## src/rtl/mem_port_arbiter.sv

```systemverilog
// Round-robin arbiter sharing one Avalon-style master port between the
// instruction-fetch and load/store requesters of a multi-cycle core.
module mem_port_arbiter #(
  parameter int ADDR_W = 32,
  parameter int DATA_W = 32
) (
  input  logic                clk,
  input  logic                reset,
  input  logic                halt,
  input  logic                i_read,
  input  logic [ADDR_W-1:0]   i_address,
  output logic [DATA_W-1:0]   i_readdata,
  output logic                i_ack,
  input  logic                d_read,
  input  logic                d_write,
  input  logic [ADDR_W-1:0]   d_address,
  input  logic [DATA_W-1:0]   d_writedata,
  input  logic [DATA_W/8-1:0] d_byteenable,
  output logic [DATA_W-1:0]   d_readdata,
  output logic                d_ack,
  output logic [ADDR_W-1:0]   address,
  output logic                read,
  output logic                write,
  output logic [DATA_W-1:0]   writedata,
  output logic [DATA_W/8-1:0] byteenable,
  input  logic [DATA_W-1:0]   readdata,
  input  logic                waitrequest,
  output logic                busy
);

  typedef enum logic [1:0] {IDLE, BUS_I, BUS_D, RESP} state_t;

  state_t state;
  logic   last_d;
  logic   i_pend, d_pend;
  logic   grant_i, grant_d;

  // On a tie the requester that was not served last wins.
  assign i_pend  = i_read;
  assign d_pend  = d_read | d_write;
  assign grant_i = !halt && i_pend && (!d_pend || last_d);
  assign grant_d = !halt && d_pend && (!i_pend || !last_d);

  always_ff @(posedge clk or posedge reset) begin
    if (reset) begin
      state      <= IDLE;
      last_d     <= 1'b1;
      address    <= '0;
      read       <= 1'b0;
      write      <= 1'b0;
      writedata  <= '0;
      byteenable <= '0;
      i_readdata <= '0;
      d_readdata <= '0;
      i_ack      <= 1'b0;
      d_ack      <= 1'b0;
      busy       <= 1'b0;
    end else begin
      i_ack <= 1'b0;
      d_ack <= 1'b0;
      case (state)
        IDLE: begin
          if (grant_i) begin
            state      <= BUS_I;
            last_d     <= 1'b0;
            address    <= i_address;
            read       <= 1'b1;
            write      <= 1'b0;
            writedata  <= '0;
            byteenable <= '1;
            busy       <= 1'b1;
          end else if (grant_d) begin
            // A simultaneous read and write request is issued as a write.
            state      <= BUS_D;
            last_d     <= 1'b1;
            address    <= d_address;
            read       <= !d_write;
            write      <= d_write;
            writedata  <= d_writedata;
            byteenable <= d_byteenable;
            busy       <= 1'b1;
          end
        end
        BUS_I, BUS_D: begin
          if (!waitrequest) begin
            if (read) begin
              if (state == BUS_I) i_readdata <= readdata;
              else                d_readdata <= readdata;
            end
            i_ack      <= (state == BUS_I);
            d_ack      <= (state == BUS_D);
            address    <= '0;
            read       <= 1'b0;
            write      <= 1'b0;
            writedata  <= '0;
            byteenable <= '0;
            state      <= RESP;
          end
        end
        RESP: begin
          state <= IDLE;
          busy  <= 1'b0;
        end
        default: state <= IDLE;
      endcase
    end
  end

endmodule

```

## config.mk

```make
export PLATFORM = sky130hd
export DESIGN_NAME = mem_port_arbiter
export DESIGN_NICKNAME = d
export VERILOG_FILES = /design/src/rtl/mem_port_arbiter.sv
export SDC_FILE = /design/constraint.sdc
export NUM_CORES = 1
export LEC_CHECK = 0
export BUFFER_PORTS_ARGS = -buffer_cell sky130_fd_sc_hd__buf_2
export CAP_MARGIN = 25
export CORE_MARGIN = 3
export CORE_UTILIZATION = 35
export CTS_CLUSTER_SIZE = 8
export DETAILED_ROUTE_END_ITERATION = 8
export PLACE_DENSITY = 0.7
export SLEW_MARGIN = 5
export SYNTH_ARGS = -nofsm -noshare
export SYNTH_HDL_FRONTEND = slang
export SYNTH_SLANG_ARGS = --single-unit
```

## constraint.sdc

```tcl
create_clock -name clk -period 5.8 [get_ports clk]
set_input_delay 0.58 -clock clk [delete_from_list [all_inputs] [get_ports clk]]
set_output_delay 0.58 -clock clk [all_outputs]
set_load 0.005 [all_outputs]
```

# Yosys cells after proc, flatten, opt, wreduce, memory -nomap -nowiden
# Index checks and enable logic that the tools add are counted.
[op_classes] magnitude_cmp=0 bitwise_logic=3 n_reduce_logical=22 n_div=0 add_sub_neg=0 n_eq_ne=5 n_shift=0 mul=0 muxes=30
[op_table] cell="$mux 32" n=5
[op_table] cell="$pmux 32 s2" n=2
[op_table] cell="$mux 1" n=12
[op_table] cell="$mux 4" n=3
[op_table] cell="$pmux 4 s2" n=1
[op_table] cell="$reduce_and 4->1" n=2
[op_table] cell="$mux 2" n=3
[op_table] cell="$pmux 1 s2" n=3
[op_table] cell="$pmux 2 s3" n=1
[op_table] cell="$reduce_and 2->1" n=3
[op_table] cell="$reduce_bool 2->1" n=3
[op_table] cell="$logic_not 1->1" n=5
[op_table] cell="$eq 2x2->1 const B" n=2
[op_table] cell="$logic_and 1x1->1" n=4
[op_table] cell="$ne 3x3->1 const B" n=1
[op_table] cell="$reduce_and 3->1" n=1
[op_table] cell="$eq 2x1->1 const B" n=1
[op_table] cell="$logic_not 2->1" n=1
[op_table] cell="$logic_or 1x1->1" n=2
[op_table] cell="$ne 2x2->1 const B" n=1
[op_table] cell="$not 1->1" n=2
[op_table] cell="$reduce_or 2->1" n=1
[op_table] cell="$or 1x1->1" n=1
[totals] rom_bits=0 elab_cells=72 inputBits=139 regBits=140 mem_count=0 ramBits=0 out_inout_bits=137 latch_bits=0

# Depth between registers and ports, before layout
# Gate-level depths: netlist (run 1).
[depth] ltp_word=6 ltp_mapped=9

# Worst setup path after synthesis (run 1)
# OpenSTA, ideal clock, no wires.
[synth_timing] kind="register to register" start="register state[0]" end="register d_readdata[20]" n_path_buf=2 path_slack_ps=3867 t_arrival_ps=1809 required_ps=5675 period_less_slack_ps=1933 path_stages_with_launch=7 path_cell_list="dfrtp_1 > inv_1 > ha_1 > nor4bb_1 > clkbuf_1 > buf_2 > mux2_2"
[synth_via] elab_chain_len=3 word_cells_on_any_way=5 cone_classes="2 x eq/ne; 1 x bitwise; 2 x reduce/logical"
[synth_lines] item="start: declaration" line="33" source="state_t state;"
[synth_lines] item="start signal: assignment" line="46" source="state <= IDLE;"
[synth_lines] item="start signal: assignment" line="64" source="state <= BUS_I;"
[synth_lines] item="start signal: assignment" line="74" source="state <= BUS_D;"
[synth_lines] item="$eq 2x1->1 or $eq 2x2->1 (tied branches)" line="61, 87"
[synth_lines] item="$reduce_or 2->1 or $not 1->1 (tied branches)"
[synth_lines] item="$reduce_and 4->1 (no source line) *"
[synth_lines] item="end signal: assignment" line="88" source="else d_readdata <= readdata;"
[synth_lines] item="end: declaration" line="19" source="output logic [DATA_W-1:0] d_readdata,"
# Mark *: on every way between the ends. The rest lies on a longest branch, timed or not.
# A chain may end at the register's enable or synchronous reset.

# Worst setup path in the final report (run 1)
[layout_timing] start="register state[1]" end="register writedata[5]"
[layout_via] elab_chain_len=4 word_cells_on_any_way=9 cone_classes="4 x eq/ne; 1 x mux; 4 x reduce/logical"
[layout_lines] item="$eq 2x1->1 or $eq 2x2->1 (tied branches)" line="61" source="case (state)"
[layout_lines] item="$reduce_or 2->1" line="61"
[layout_lines] item="$ne 2x2->1 (no source line) or $reduce_bool 2->1 (tied branches)"
[layout_lines] item="$reduce_and 3->1 (no source line)"
[layout_lines] item="end signal: assignment" line="79" source="writedata <= d_writedata;"
[layout_lines] item="end: declaration" line="24" source="output logic [DATA_W-1:0] writedata,"
# Parallel ways exist; a longest one is shown, timed or not.

==> results by group, run 1 <==
Floorplan
  • Die Area: 0.01800 mm^2
  • Initial Util: approximately 36%
  • Die Width: 134.2 um
  • Io pins: 276
  • Core ar.: 0.01600 mm^2
  • Die height: about 130 um
  • Site Rows: 46

Routing
  • Total Wirelength: roughly 14 mm
  • DR WL/cell: 14.60 um
  • ANT nets after route: 0
  • Vias per inst: roughly 4.6
  • Initial DRT Pass Iterations: 4
  • Initial DRC Count: around 140
  • Residual DRC: 0
  • Vias post-DR: 4,491

Placed design
  • GP Congestion: 0.7620
  • IO buf count: between 200 and 300
  • DP HPWL: 10.46 mm
  • DP Area: approximately 0.0073 mm^2

Setup path
  • Critical Path Source: state[1]
  • R2r startpoint: state[1]
  • Crit path DAT: between 3000 and 4000 ps
  • CP startpoint kind: register
  • R2R Setup Slk: a little under 3000 ps
  • CP endpoint kind: register
  • RR Endpoint: writedata[5]
  • CP max FO: 85
  • Worst reg2reg path depth: 6
  • Critical Setup Path Class: reg2reg
  • Worst EP required: between 6000 and 7000 ps
  • Worst setup path end: writedata[5]

Clock tree
  • Cts hold-fix bufs: 0
  • Post-CTS sizing: 0
  • CTS root buf: clkbuf_16
  • TritonCTS clock tree: yes
  • H-tree depth: 4
  • Clock Sinks: 140
  • Longest Clk Path Bufs: 2
  • Setup Buffers After CTS: 0
  • Clock-pin slew on the worst setup and hold paths: 60 ps
  • Clk_lat worst skew: just over 400 ps
  • Inserted Clock Buffers: 17

Run
  • Max_cap viols: 0

Pwr
  • Clock power frac: roughly a quarter
  • Static leakage: around 4.3 nW
  • Pwr Total: approximately 0.0043 W
  • Logic pwr share: between 30% and 40%
  • Max VDD drop: around 0.27 mV
  • Cell Pwr Density: roughly 540 mW/mm^2
  • Net Switching: roughly 0.0015 W
  • Reg power frac: 37.5%
  • Switch share: about a third
  • Internal power: about 0.0028 W

Cells and area
  • Antenna fix cells: 0
  • Post-route cell area: slightly below 0.008 mm^2
  • Layout Area Growth over Synthesis: 38.08%
  • Layout cells sized above 1: between 40 and 50%
  • Nets: 897

Synthesis
  • Syn avg cell area: 11.93 um^2
  • Flops & latches, synth: 140
  • Synthesized Nets: roughly 630
  • Main synth FF type: dfrtp_1
  • Register area share after synthesis: approximately three fifths
  • Post-synth EDFFs: 0
  • Netlist cell types: 30
  • Fraction of registers with async set/reset: 100.0%
  • Synth Cell Area: ~0.0058 mm^2
  • Yosys warns: 0
  • Cells after Synth: 482

GRT
  • Vias in the first global route: 4,473
  • Gr usage total: ~16%
  • Remaining global-route overflow: 0
  • Largest net degree at the start of global routing: 87
  • First-pass GRT wire length: approximately 23 mm
  • Initial antenna violation count: 0

STA
  • FMAX: approximately 350 MHz
  • Actual slew at the worst max-slew pin: around 960 ps
  • Final hold viol count: 0
  • Minimum clock period: ~2900 ps
  • Worst slew margin: approximately 36%
  • # setup viols final: 0
  • Clock skew: between 10 and 15 ps
  • Max Slew Vio Count: 0
  • Total negative slack: 0 ps
  • RSZ-0062 raised after global routing: no
  • Fin crit share: just under 50%

Min path
  • Hold Crit Class: in2async

Run status
  • Status: complete, no violations
[worst min-delay path by stage]
stage | slack, ps | end | from | cells past startpoint
finish | 290 | d_readdata[9] | reset | 2
global route | 370 | d_readdata[9] | reset | 2
CTS | 360 | d_readdata[9] | reset | 2
detailed placement | 470 | writedata[15] | writedata[15] | 2
global placement | 460 | writedata[30] | writedata[30] | 2
floorplan | 470 | writedata[0] | writedata[0] | 2
[critical path, stage by stage (launching register included)]
cell and delay (ps):
dfrtp_1 410, inv_1 140, ha_1 360, or4b_1 540, o211ai_4 300, buf_4 670, o21ai_0 220
[through the flow]
stage / setup WS (ps) / cells / hold slack, ps / util, %
after detailed placement: 2933 / 948 / 466.3 / 45.71
after global routing: 2660 / 981 / 365.0 / 49.62
after CTS: 2923 / 980 / 355.5 / 49.53
after global placement: 2968 / 948 / 456.9 / 45.71
final: 2931 / 981 / 293.4 / 49.62
after floorplan: 1469 / 482 / 470.4 / -
[cell families after synthesis]
| family | synth area share (%) |
|---|---|
| simple gates | 8.442 |
| flops | 60.94 |
| buf+inv | 2.981 |
| mux | 18.47 |
| compound gates | 7.855 |
| fa+ha+maj | 1.305 |
[cell type report]
| class | count | area [um^2] |
|---|---|---|
| Tap cell | 216 | 270.3 |
| Sequential cell | 140 | 3505 |
| Fill cell | 1511 | 8060 |
| Multi-Input combinational cell | 308 | 2105 |
| Timing Repair Buffer | 281 | 1429 |
| Clock inverter | 14 | 182.7 |
| Clock buffer | 18 | 429.2 |
| Inverter | 4 | 20.02 |
[cell usage in the layout, fill, tap and decap left out, types with 6 or more instances in the layout]
master / count
buf_2: 275
dfrtp_1: 139
nand2_1: 105
o21ai_0: 65
mux2_2: 63
mux2i_1: 33
clkbuf_16: 17
ha_1: 6
[cell usage after synthesis, types with 2 or more instances]
master	n	share of area, %
nand3b_1	3	0.39
mux2_2	63	12
o21bai_1	5	0.65
clkbuf_1	11	0.72
nand2_1	106	6.9
dfrtp_1	139	60
ha_1	6	1.3
inv_1	4	0.26
and2_1	2	0.22
mux2_1	2	0.39
o21ai_0	65	5.7
buf_2	11	0.96
buf_6	3	0.59
o21ai_1	4	0.35
nor2b_1	2	0.22
nor2_1	4	0.26
mux2i_1	33	5.7
a21oi_1	5	0.44
clkbuf_2	3	0.26
[per-layer routing]
metal	vias up	part of all wire [%]	wire (um)	global-route usage, %
met4	0	1.9	274	5.713
li1	2189	-	-	-
met5	-	0	0	0
met3	23	8.1	1158	4.689
met2	199	49	7001	26.42
met1	2080	41	5890	19.68
[state kept, by name, indices dropped and copies added, names as in the netlist, 2 cells and up]
| register | count |
|---|---|
| byteenable | 4 |
| writedata | 32 |
| address | 32 |
| d_readdata | 32 |
| i_readdata | 32 |
| state | 2 |
[power by group through the flow]
stage          Sequential, W  Clock (W)  Combinational [W]
5_1_grt              0.00166    0.00119            0.00178
2_1_floorplan        0.00164          0           0.000936
4_1_cts              0.00161    0.00114            0.00160
3_3_place_gp         0.00161          0            0.00157
6_report             0.00161    0.00111            0.00157
3_5_place_dp         0.00162          0            0.00161
Power figures use the tool's default switching activity.
==> run 2, diff against run 1 <==
ABC_AREA = 1   (was unset)
PLACE_DENSITY = 0.69   (was 0.7)
clock period = 2.71 ns   (was 5.8 ns; I/O delays follow)
==> run 2 against run 1 <==
  * Global-route usage up 1.1 points
  * Clock power rose by 96%
  * Sequential cell count unchanged
  * First-iteration DRC count is 67% higher
  * Sequential power increased by 110%
  * Clock skew decreased by 4.3 ps
  * Area after synthesis increased by 10%
  * Non-clock buffer count rose by 3
  * Largest power group is now combinational cells
  * Highest routed layer unchanged
==> results by group, run 2 <==
Pwr
  • Static leakage: 4.644 nW (+8.8%)
  • Pwr Total: 0.009807 W (+130%)
  • Cell Pwr Density: 1170 mW/mm^2 (+120%)
  • Max VDD drop: 0.6611 mV (+140%)

Synthesis
  • Mux contribution to synthesized area: 0% (-18 points)
  • Synth Cell Area: 0.006326 mm^2 (+10%)
  • Register area share after synthesis: 55.40% (-5.5 points)
  • Yosys warns: 0 (unchanged)
  • Synth Area in XOR/XNOR: 0% (unchanged)
  • Flops & latches, synth: 140 (unchanged)
  • Synth Area in Compound Gates: 13.11% (+5.3 points)
  • Top-count cell post-synth: nand2_1
  • Top post-synthesis cells by count: 187 x nand2_1, 139 x dfrtp_1, 107 x o21ai_1, 79 x inv_1, 69 x nand3_1
  • Area contributors post-synth: dfrtp_1 55%, nand2_1 11%, o21ai_1 8.5%, nand3_1 5.5%, inv_1 4.7%
  • Post-synth EDFFs: 0 (unchanged)
  • Largest family of logic cells by synthesized area: simple AND/OR/NAND/NOR gates
  • Fraction of registers with async set/reset: 100.0% (unchanged)
  • Synth top area share: 54.98% (-5.5 points)
  • Netlist cell types: 20 (-33%)
  • Synth Area in Adders: 1.187% (-0.12 points)
  • Simple-gate share of the synthesized area: 21.18% (+13 points)
  • Cells after Synth: 712 (+48%)
  • Largest area contributor in the netlist: dfrtp_1
  • Main synth FF type: dfrtp_1
  • Synthesized Nets: 857 (+37%)
  • Syn avg cell area: 8.885 um^2 (-26%)

Clock tree
  • Longest Clk Path Bufs: 2 (unchanged)
  • Cts hold-fix bufs: 0 (unchanged)
  • Clock-pin slew on the worst setup and hold paths: 60 ps (about the same)
  • Post-CTS sizing: 0 (unchanged)
  • H-tree depth: 4 (unchanged)
  • CTS root buf: clkbuf_16
  • Setup Buffers After CTS: 0 (unchanged)
  • Clk_lat worst skew: 410 ps (about the same)
  • TritonCTS clock tree: yes
  • Clock Sinks: 140 (unchanged)
  • Inserted Clock Buffers: 17 (unchanged)

Routing
  • ANT nets after route: 0 (unchanged)
  • DR WL/cell: 13.88 um (-4.9%)
  • Initial DRC Count: 232 (+67%)
  • Residual DRC: 0 (unchanged)
  • Total Wirelength: 16.71 mm (+17%)
  • Initial DRT Pass Iterations: 6 (+2)
  • Vias post-DR: 5,489 (+22%)
  • Vias per inst: 4.559 (-0.42%)

Cells and area
  • Most frequent cells in the layout: 275 x buf_2, 186 x nand2_1, 139 x dfrtp_1
  • Layout cells sized above 1: 36.26% (-14 points)
  • Most common cell after layout, fill and taps aside: buf_2
  • Number of fill cells: 1,728 (+14%)
  • Post-route cell area: 0.008384 mm^2 (+5.6%)
  • Layout Area Growth over Synthesis: 32.54%
  • Final Non-Filler Cells: 1,204 (+23%)
  • Antenna fix cells: 0 (unchanged)
  • Nets: 1,111 (+24%)

Floorplan
  • Io pins: 276 (unchanged)
  • Site Rows: 48 (+4.3%)
  • Die Area: 0.01972 mm^2 (+9.5%)
  • Core ar.: 0.01748 mm^2 (+9.2%)
  • Die height: 140.4 um (+4.7%)
  • Die Width: 140.4 um (+4.7%)
  • Initial Util: 36.20% (+0.26 points)

STA
  • WHS: 25.83 ps (-267.5 ps)
  • Fin crit share: 74.85% (+25 points)
  • RSZ-0062 raised after global routing: no
  • Total negative slack: 0 ps (unchanged)
  • Final hold viol count: 0 (unchanged)
  • FMAX: 493.0 MHz (+41%)
  • Worst slew margin: 46.81% (+11 points)
  • # setup viols final: 0 (unchanged)
  • Minimum clock period: 2028 ps (-840.6 ps)
  • Actual slew at the worst max-slew pin: 797.9 ps (-161.0 ps)
  • Clock skew: 7.427 ps (-4.290 ps)
  • Max Slew Vio Count: 0 (unchanged)

Setup path
  • Worst EP required: 3010 ps (-3030 ps)
  • CP endpoint kind: register
  • CP max FO: 68 (-20%)
  • R2r startpoint: state[0]
  • R2R Setup Slk: 680 ps (-2250 ps)
  • Critical Setup Path Class: reg2reg
  • CP startpoint kind: register
  • Worst reg2reg path depth: 7 (+1)
  • Crit path DAT: 2320 ps (-790 ps)
  • RR Endpoint: writedata[24]

Placed design
  • GP Congestion: 0.7726 (+1.4%)
  • IO buf count: 275 (unchanged)
  • DP HPWL: 11.64 mm (+11%)
  • Dpl cells: 1,172 (+24%)
  • DP Area: 0.007831 mm^2 (+7.1%)

GRT
  • Remaining global-route overflow: 0 (unchanged)
  • Vias in the first global route: 5,334 (+19%)
  • Largest net degree at the start of global routing: 141 (+62%)
  • First-pass GRT wire length: 27.14 mm (+20%)
  • Initial antenna violation count: 0 (unchanged)
  • Gr usage total: 16.94% (+1.1 points)

Run
  • Max_cap viols: 0 (unchanged)

Min path
  • Hold Crit Class: in2async

Run status
  • Status: complete, no violations
==> run 2: cell count changes in the layout (fill, tap and decap cells not counted), sizes merged, moves of 3 or more <==
cell,previous run,this run
a21oi,5,2
buf,281,284
bufinv,3,0
clkinv,1,4
inv,9,88
mux2,65,0
mux2i,33,0
nand2,106,187
nand3,0,71
nand3b,3,33
o21ai,69,139
o21bai,5,0
==> run 2: metal layers <==
layer  up-vias  wire length, um  global-route usage [%]
met4         0              295                   5.354
met3        18             1091                   4.609
li1       2810                -                       -
met1      2470             7250                   22.04
met5         -                0                       0
met2       191             8074                   27.60
==> run 2: area by class of cell <==
cell class | instances | area (um^2) | share of cell area (%)
tap | 225 | 281.5 | 3.358
timing repair buffer | 284 | 1481 | 17.67
sequential | 140 | 3505 | 41.80
inverter | 80 | 304.0 | 3.626
multi-input combinational | 443 | 2260 | 26.95
clock buffer | 17 | 425.4 | 5.074
clock inverter | 15 | 127.6 | 1.522
==> run 2: how the worst max path moves through the flow <==
| stage | start | to |
|---|---|---|
| after global routing | state[1] | writedata[8] |
| final | state[0] | writedata[24] |
| after CTS | state[0] | writedata[8] |
| after detailed placement | state[0] | writedata[8] |
| after floorplan | reset | address[0] |
| after global placement | state[0] | state[0] |
==> run 2: logic make-up after synthesis <==
family,count (synthesis)
AO/OA/AOI/OAI,141
AND/OR/NAND/NOR,296
buffers and inverters,129
flip-flops,140
adder cells (fa/ha/maj),6
==> run 2: where the power goes <==
part,switching [W],leakage (nW),total [W],internal [W]
sequential,0.000438,1.80,0.00340,0.00296
clock,0.000977,0.268,0.00218,0.00120
combinational,0.00258,2.57,0.00423,0.00165
==> run 2: stage by stage <==
stage | utilization [%] | worst slack [ps]
after floorplan | - | 690.7
after global placement | 44.81 | 702.7
after detailed placement | 44.81 | 661.8
after CTS | 47.97 | 652.6
after global routing | 47.97 | 506.1
final | 47.97 | 681.6
==> run 2: worst max-delay path, stage by stage (launching register included) <==
cell and delay (ps):
dfrtp_1 410, inv_1 100, ha_1 350, nand2_1 170, nand3_4 330, buf_12 330, nand2_1 120, o21ai_2 50
